--- src/rtl/y86_pkg.sv ---
// Shared Y86 pipeline definitions: icode encodings, the "no register" id and
// the hazard-controller FSM state type.
package y86_pkg;

    localparam int unsigned ICODE_W = 4;
    localparam int unsigned REG_W   = 4;

    localparam logic [ICODE_W-1:0] ICODE_HALT   = 4'h0;
    localparam logic [ICODE_W-1:0] ICODE_NOP    = 4'h1;
    localparam logic [ICODE_W-1:0] ICODE_MRMOVQ = 4'h5;
    localparam logic [ICODE_W-1:0] ICODE_JXX    = 4'h7;
    localparam logic [ICODE_W-1:0] ICODE_RET    = 4'h9;
    localparam logic [ICODE_W-1:0] ICODE_POPQ   = 4'hB;

    localparam logic [REG_W-1:0] RNONE = 4'hF;

    typedef enum logic [1:0] {
        ST_RUN      = 2'd0,
        ST_RET_WAIT = 2'd1,
        ST_HALTED   = 2'd2
    } hz_state_e;

endpackage

--- src/rtl/sat_counter.sv ---
// Saturating up-counter: counts inc cycles and sticks at all-ones.
module sat_counter #(
    parameter int unsigned W = 8
) (
    input  logic         clk,
    input  logic         rst_n,
    input  logic         inc,
    output logic [W-1:0] count
);

    localparam logic [W-1:0] MAX = {W{1'b1}};

    always_ff @(posedge clk) begin
        if (!rst_n) begin
            count <= '0;
        end else if (inc && (count != MAX)) begin
            count <= count + W'(1);
        end
    end

endmodule

--- src/rtl/pipe_hazard_ctrl.sv ---
// Y86 pipeline hazard controller: mispredict, load-use and ret hazards plus
// halt freeze, with saturating stall/bubble performance counters.
module pipe_hazard_ctrl
    import y86_pkg::*;
#(
    parameter int unsigned CW = 32
) (
    input  logic          clk,
    input  logic          rst_n,
    input  logic [3:0]    d_icode,
    input  logic [3:0]    d_srcA,
    input  logic [3:0]    d_srcB,
    input  logic [3:0]    e_icode,
    input  logic [3:0]    e_dstM,
    input  logic          e_cnd,
    input  logic          w_halt,
    output logic          f_stall,
    output logic          d_stall,
    output logic          d_bubble,
    output logic          e_bubble,
    output logic          halted,
    output logic [CW-1:0] stall_cnt,
    output logic [CW-1:0] bubble_cnt
);

    hz_state_e  r_state;
    hz_state_e  w_state_nxt;
    logic [1:0] r_ret_cnt;
    logic [1:0] w_ret_cnt_nxt;
    logic       w_mispredict;
    logic       w_load_use;
    logic       w_stall_inc;
    logic       w_bubble_inc;

    assign w_mispredict = (e_icode == ICODE_JXX) && !e_cnd;
    assign w_load_use   = ((e_icode == ICODE_MRMOVQ) || (e_icode == ICODE_POPQ))
                          && (e_dstM != RNONE)
                          && ((e_dstM == d_srcA) || (e_dstM == d_srcB));

    always_ff @(posedge clk) begin
        if (!rst_n) begin
            r_state   <= ST_RUN;
            r_ret_cnt <= 2'd0;
        end else begin
            r_state   <= w_state_nxt;
            r_ret_cnt <= w_ret_cnt_nxt;
        end
    end

    // Hazard detection and next-state; halt in writeback overrides everything.
    always_comb begin
        f_stall       = 1'b0;
        d_stall       = 1'b0;
        d_bubble      = 1'b0;
        e_bubble      = 1'b0;
        halted        = 1'b0;
        w_stall_inc   = 1'b0;
        w_bubble_inc  = 1'b0;
        w_state_nxt   = r_state;
        w_ret_cnt_nxt = r_ret_cnt;

        if (!rst_n) begin
            w_state_nxt   = ST_RUN;
            w_ret_cnt_nxt = 2'd0;
        end else if ((r_state == ST_HALTED) || w_halt) begin
            f_stall       = 1'b1;
            d_stall       = 1'b1;
            e_bubble      = 1'b1;
            halted        = (r_state == ST_HALTED);
            w_state_nxt   = ST_HALTED;
            w_ret_cnt_nxt = 2'd0;
        end else begin
            case (r_state)
                ST_RUN: begin
                    if (w_mispredict) begin
                        d_bubble     = 1'b1;
                        e_bubble     = 1'b1;
                        w_bubble_inc = 1'b1;
                    end else if (w_load_use) begin
                        f_stall     = 1'b1;
                        d_stall     = 1'b1;
                        e_bubble    = 1'b1;
                        w_stall_inc = 1'b1;
                    end else if (d_icode == ICODE_RET) begin
                        f_stall       = 1'b1;
                        d_bubble      = 1'b1;
                        w_bubble_inc  = 1'b1;
                        w_state_nxt   = ST_RET_WAIT;
                        w_ret_cnt_nxt = 2'd2;
                    end
                end
                ST_RET_WAIT: begin
                    f_stall       = 1'b1;
                    d_bubble      = 1'b1;
                    w_bubble_inc  = 1'b1;
                    w_ret_cnt_nxt = r_ret_cnt - 2'd1;
                    if (r_ret_cnt == 2'd1) begin
                        w_state_nxt = ST_RUN;
                    end
                end
                default: begin
                    w_state_nxt   = ST_RUN;
                    w_ret_cnt_nxt = 2'd0;
                end
            endcase
        end
    end

    sat_counter #(.W(CW)) u_stall_cnt (
        .clk   (clk),
        .rst_n (rst_n),
        .inc   (w_stall_inc),
        .count (stall_cnt)
    );

    sat_counter #(.W(CW)) u_bubble_cnt (
        .clk   (clk),
        .rst_n (rst_n),
        .inc   (w_bubble_inc),
        .count (bubble_cnt)
    );

endmodule

--- config.mk ---
export PLATFORM = sky130hd
export DESIGN_NAME = pipe_hazard_ctrl
export DESIGN_NICKNAME = d
export VERILOG_FILES = /design/src/rtl/y86_pkg.sv /design/src/rtl/sat_counter.sv /design/src/rtl/pipe_hazard_ctrl.sv
export SDC_FILE = /design/constraint.sdc
export NUM_CORES = 1
export LEC_CHECK = 0
export CAP_MARGIN = 20
export CORE_ASPECT_RATIO = 2
export CORE_MARGIN = 2
export CORE_UTILIZATION = 54
export DETAILED_ROUTE_END_ITERATION = 7
export GPL_TIMING_DRIVEN = 0
export MAX_ROUTING_LAYER = met4
export PLACE_DENSITY = 0.86
export SLEW_MARGIN = 10
export SYNTH_ARGS = -nofsm -noshare
export SYNTH_HDL_FRONTEND = slang
export SYNTH_HIERARCHICAL = 1
export SYNTH_SLANG_ARGS = --single-unit
--- constraint.sdc ---
create_clock -name clk -period 5.45 [get_ports clk]
set_clock_uncertainty 0.2 [all_clocks]
set_input_delay 1.3625 -clock clk [delete_from_list [all_inputs] [get_ports clk]]
set_output_delay 1.3625 -clock clk [all_outputs]
set_load 0.02 [all_outputs]
==> results of run 1 <==
worst max-delay path by stage:
| stage | end | depth (start not counted) |
|---|---|---|
| final | d_bubble | 7 |
| after global routing | d_bubble | 7 |
| after CTS | d_bubble | 7 |
| after detailed placement | d_bubble | 7 |
| after global placement | d_bubble | 7 |
| after floorplan | u_bubble_cnt/count[31] | 10 |
area by class of cell:
| type | count | area, sq um | share of cell area, % |
|---|---|---|---|
| clock inverters | 2 | 10.01 | 0.1969 |
| well taps | 90 | 112.6 | 2.215 |
| clock buffers | 13 | 260.3 | 5.118 |
| inverters | 16 | 60.06 | 1.181 |
| flip-flops and latches | 68 | 1361 | 26.77 |
| plain buffers | 22 | 108.9 | 2.141 |
| multi-input cells | 346 | 2251 | 44.27 |
| repair buffers | 92 | 920.9 | 18.11 |
per-stage QoR:
stage               TNS [ns]  worst slack [ns]
floorplan                  0            0.9733
global placement    -0.01979          -0.01979
detailed placement  -0.07984          -0.07984
CTS                        0           0.09688
global route               0           0.07384
finish                     0            0.1423
cells by family after synthesis:
family | after synthesis
mux | 8
fa+ha+maj | 3
flops | 68
simple gates | 204
compound gates | 110
buf+inv | 38
xor+xnor | 21
cell usage in the layout (no fill, tap or decap), drive strengths merged, types with 20 or more instances in the layout:
cell type       n
nor2           22
o21ai          20
clkbuf         27
nand3          31
nand2          36
dfxtp          68
a21oi          36
o31ai          24
clkdlybuf4s50  92
or4            24
repair_timing:
item | 4_1_cts | 5_1_grt
pin swaps | 0 | 0
gates resized for setup | 1 | 1
endpoints found under the setup margin | 1 | 1
where the power goes:
group          switching [mW]  internal [mW]
clock network           0.199          0.328
logic                  0.0317         0.0290
registers             0.00129          0.499
critical path: stages:
cell and delay (ns):
clkdlybuf4s50_1 0.55, xor2_1 0.22, nor4_2 0.08, o2111ai_2 0.36, nand2_1 0.20, a21boi_4 0.31
clkdlybuf4s50_1 0.66
state kept, by name, summed over array words and instances, names as in the netlist:
register	flops
u_bubble_cnt/count	32
u_stall_cnt/count	32
r_ret_cnt	2
r_state	2
metal layers:
metal  GRT usage (%)  up-vias  wire (microns)
li1                -     1921               -
met1           35.03     1891            4515
met2           46.08      191            5106
met3           6.279       17             818
met4           11.39        0             173
met5               -        -               0
==> results.py, run 1 <==
metrics = {
    "clock_tree": {
        "cts_buffers": 9,
        "h-tree-depth": 3,
        "clockBufferDepth": 2,
        "clock_latency_ns": 0.33,
        "cts_tree": "yes",
        "postCtsSetupRepairBufs": 0,
        "numClockSinks": 68,
        "cts-root-buf": "clkbuf_16",
        "clk_pin_slew_ns": 0.05,
        "cts_hold_buf": 0,
    },
    "critical_path": {
        "worstSetupStartpoint": "e_dstM[3]",
        "worstPathMaxFanout": 7,
        "reg2reg_to": "u_bubble_cnt/count[31]",
        "worstPathArrival_ns": 3.75,
        "cp.required_ns": 3.89,
        "reg2reg_depth": 7,
        "rr_startpoint": "r_state[1]",
        "worstSetupPathType": "in2out",
        "critPathLaunchType": "input port",
        "crit_path_end_kind": "output pin",
        "ff2ff_setup_slack_ns": 2.27,
    },
    "sta": {
        "drv_slew": 0,
        "setup_viol": 0,
        "min_period_over_period_pct": 97.39,
        "hold_slack_ns": 0.2909,
        "worst_pin_slew_ns": 0.6500,
        "max_freq_mhz": 188.4,
        "hold_viol": 0,
        "slew_headroom_pct": 56.19,
        "rsz0062_at_grt": "no",
        "finalCriticalPeriod_ns": 5.308,
    },
    "floorplan": {
        "die_h_microns": 122.2,
        "coreArea_sq_um": 6833,
        "row_count": 43,
        "die_x_microns": 63.08,
        "initial_utilization_pct": 55.17,
        "boundaryPins": 93,
        "die_area_sq_um": 7706,
    },
    "synth": {
        "ys.flop_type": "dfxtp_1",
        "synth_compound_area_share_pct": 19.95,
        "ys_seq_area_share_pct": 36.11,
        "synth.distinct_cells": 57,
        "synth_warnings": 6,
        "synth_cells": 452,
        "synth_edf_count": 0,
        "avgSynthCellArea_sq_um": 8.340,
        "synth-seq-cells": 68,
        "synth-simple-area-share_pct": 31.46,
        "syn_nets": 479,
        "synth.top_cells.by_area": "dfxtp_1 (36%), a21oi_1 (4.8%), o31ai_1 (4.6%)",
        "yosys.area.top_type": "dfxtp_1",
        "muxShareOfSynthArea_pct": 2.124,
        "synth.most_common_cell": "dfxtp_1",
        "synth_commonest_cells": "dfxtp_1 (68), a21oi_1 (36), nand2_1 (35)",
        "synth_top_family_by_area": "simple AND/OR/NAND/NOR gates",
        "synthArstFlopShare_pct": 0,
        "synthAdderAreaFrac_pct": 0.9957,
        "synth_xor_area_share_pct": 4.879,
        "synth_top_area_share_pct": 36.11,
        "netlist_area_sq_um": 3770,
    },
    "placement": {
        "io_buffers": 92,
        "dp_hpwl_microns": 7380,
        "dpl_cell_area_sq_um": 4803,
        "gp_congestion": 0.8882,
        "dp_cells": 634,
    },
    "route": {
        "vias": 4020,
        "ant_nets": 0,
        "via_per_inst": 6.194,
        "avgRoutedWirePerCell_microns": 16.35,
        "drt_iter0_drc": 388,
        "routed_wl_microns": 10610,
        "first_pass_iters": 5,
        "drc_errors": 0,
    },
    "layout": {
        "diodes": 0,
        "postLayoutCoreUtil_pct": 74.42,
        "drive_gt1_share_pct": 6.977,
        "num-nets-final": 582,
        "stdcell_count": 649,
        "area_growth_pct": 34.88,
        "final_area_sq_um": 5085,
        "fillers": 544,
    },
    "global_route": {
        "grt_pass1_vias": 3792,
        "overflow": 0,
        "grt_pass1_wl_microns": 17400,
        "grt_usage_pct": 28.75,
        "grt_max_degree": 13,
        "antenna_found_initial": 0,
    },
    "min_path": {
        "worstHoldPathCells": 2,
        "hp-class": "reg2reg",
        "min_to": "u_bubble_cnt/count[27]",
        "min_from": "u_bubble_cnt/count[27]",
    },
    "pwr": {
        "power.density_nw_per_um2": 213.9,
        "irDropWorstVdd_v": 0.0002479,
        "p_leak_nw": 1.552,
        "p_total_mw": 1.088,
    },
    "outcome": {
        "run_status": "completed",
    },
    "job": {
        "maxCapViolCount": 0,
    },
}
Note: power is estimated with default switching activity, not from simulation.
==> run 2, diff against run 1 <==
Settings changed: CORE_UTILIZATION 54 to 50, CTS_CLUSTER_SIZE set to 10, PLACE_DENSITY 0.86 to 0.81.
==> run 2 against run 1 <==
- maximum frequency grew 1.5%
- sequential share of layout area shrank 0.17 points
- clock power grew 4.0%
- core utilization shrank 4.0 points
- non-clock buffer count grew 4
- total power grew 2.0%
- register-to-register slack is essentially flat
- wire length grew 9.9%
- via count grew 4.1%
- largest cell class unchanged
==> results.py, run 2 (synthesized netlist as in run 1, its figures left out) <==
metrics = {
    "clock_tree": {
        "numClockSinks": 68,
        "clk_pin_slew_ns": 0.06,
        "cts_tree": "yes",
        "cts-root-buf": "clkbuf_16",
        "clockBufferDepth": 2,
        "cts_hold_buf": 0,
        "clock_latency_ns": 0.34,
        "h-tree-depth": 3,
        "cts_buffers": 9,
    },
    "job": {
        "maxCapViolCount": 0,
    },
    "layout": {
        "postLayoutCoreUtil_pct": 70.42,
        "multi_input_area_sq_um": 2243,
        "ff_latch_area_sq_um": 1361,
        "drive_gt1_share_pct": 7.993,
        "stdcell_count": 655,
        "area_growth_pct": 35.75,
        "final_common_cell": "clkdlybuf4s50_1",
        "top_regs": "u_bubble_cnt/count: 32 flops, u_stall_cnt/count: 32 flops",
        "num-nets-final": 586,
        "fillers": 631,
        "final_area_sq_um": 5117,
        "final_cell_mix": "clkdlybuf4s50_1 (92), dfxtp_1 (68), a21oi_1 (36)",
        "diodes": 0,
    },
    "floorplan": {
        "die_area_sq_um": 8293,
        "die_h_microns": 126.8,
        "initial_utilization_pct": 51.88,
        "coreArea_sq_um": 7267,
        "die_x_microns": 65.40,
        "row_count": 44,
        "boundaryPins": 93,
    },
    "critical_path": {
        "worstPathMaxFanout": 6,
        "path_buf_inv": 2,
        "crit_path_end_kind": "output pin",
        "worstSetupPathType": "in2out",
        "worstPathArrival_ns": 3.66,
        "cp_cell_sequence": "clkdlybuf4s50_1 -> xor2_1 -> nor4_2 -> o2111ai_2 -> nand2_1 -> a21boi_2 -> clkdlybuf4s50_1",
        "critPathLaunchType": "input port",
        "cp_top_family": "buffers and inverters",
        "cp.required_ns": 3.89,
        "critPathMaxStageDelay_ns": 0.67,
        "slowest_stage": "clkdlybuf4s50_1",
        "critPathMostFrequentCell": "clkdlybuf4s50_1",
    },
    "sta": {
        "max_freq_mhz": 191.3,
        "drv_slew": 0,
        "setup_viol": 0,
        "final.setup.tns_ns": 0,
        "slew_headroom_pct": 50.63,
        "rsz0062_at_grt": "no",
        "worst_pin_slew_ns": 0.7371,
        "hold_viol": 0,
        "finalCriticalPeriod_ns": 5.227,
        "min_period_over_period_pct": 95.91,
    },
    "pwr": {
        "pwr-share-comb_pct": 5.6,
        "power.share.clock_pct": 49.3,
        "power.switching_mw": 0.2539,
        "irDropWorstVdd_v": 0.0002171,
        "netSwitchingFraction_pct": 22.88,
        "p_leak_nw": 1.565,
        "power.density_nw_per_um2": 216.9,
        "p_int_mw": 0.8560,
        "seqPwrFrac_pct": 45.0,
    },
    "global_route": {
        "overflow": 0,
        "grt_pass1_vias": 3974,
        "grt_pass1_wl_microns": 18170,
        "grt_max_degree": 13,
        "grt_usage_pct": 29.00,
        "antenna_found_initial": 0,
    },
    "route": {
        "drt_iter0_drc": 337,
        "via_per_inst": 6.386,
        "first_pass_iters": 5,
        "drc_errors": 0,
        "vias": 4183,
        "routed_wl_microns": 11670,
        "avgRoutedWirePerCell_microns": 17.81,
        "ant_nets": 0,
    },
    "outcome": {
        "run_status": "completed",
    },
    "placement": {
        "dp_cells": 636,
        "dpl_cell_area_sq_um": 4806,
        "io_buffers": 92,
        "dp_hpwl_microns": 8650,
        "gp_congestion": 0.9516,
    },
    "min_path": {
        "hp-class": "reg2reg",
    },
}
## run 2: layer usage
metal  vias up  track usage (%)  routed length (microns)
met4         0            19.12                      658
met3        66            5.940                      555
met5         -                -                        0
li1       1934                -                        -
met2       203            53.00                     6466
met1      1980            25.70                     3986
## run 2: worst reg2reg max path, delay by kind of cell, from the launching register on
kind,cells,cell delay [ns]
AOI/OAI and AO/OA,1,0.14
buffers and inverters,1,0.19
DFF,1,0.36
and+or+nand+nor,6,2.25
## run 2: final timing paths
path | startpoint | to | slack (ns) | cells past startpoint
setup / recovery | e_dstM[3] | d_bubble | 0.22 | 7
hold / removal | u_bubble_cnt/count[31] | u_bubble_cnt/count[31] | 0.30 | 2
hold reg to reg | u_bubble_cnt/count[31] | u_bubble_cnt/count[31] | 0.30 | 2
setup reg to reg | r_state[1] | u_stall_cnt/count[28] | 2.26 | 8
## run 2: power groups by stage
stage | Combinational (mW) | Clock, mW | Sequential [mW]
after detailed placement | 0.0608 | 0 | 0.510
after floorplan | 0.0275 | 0 | 0.510
after global routing | 0.0670 | 0.573 | 0.500
after CTS | 0.0612 | 0.554 | 0.500
final | 0.0627 | 0.548 | 0.500
after global placement | 0.0592 | 0 | 0.510
## run 2: through the flow
stage,hold slack [ns],setup slack (ns),total power [mW]
2_1_floorplan,0.2605,0.9733,0.5378
3_3_place_gp,0.2677,0.04019,0.5696
3_5_place_dp,0.2915,-0.03145,0.5712
4_1_cts,0.2989,0.1342,1.115
5_1_grt,0.3236,0.09799,1.140
6_report,0.3007,0.2227,1.110
## run 2: layout make-up
class | instances | area share, %
multi-input cells | 346 | 43.84
clock buffers | 11 | 4.939
repair buffers | 96 | 18.58
clock inverters | 4 | 0.4890
plain buffers | 22 | 2.127
flip-flops and latches | 68 | 26.60
well taps | 92 | 2.249
inverters | 16 | 1.174
## run 2: repair_timing
item | CTS | global route
gates resized for setup | 1 | 0
pin swaps | 0 | 1
endpoints found under the setup margin | 1 | 1
setup buffers | 0 | 4
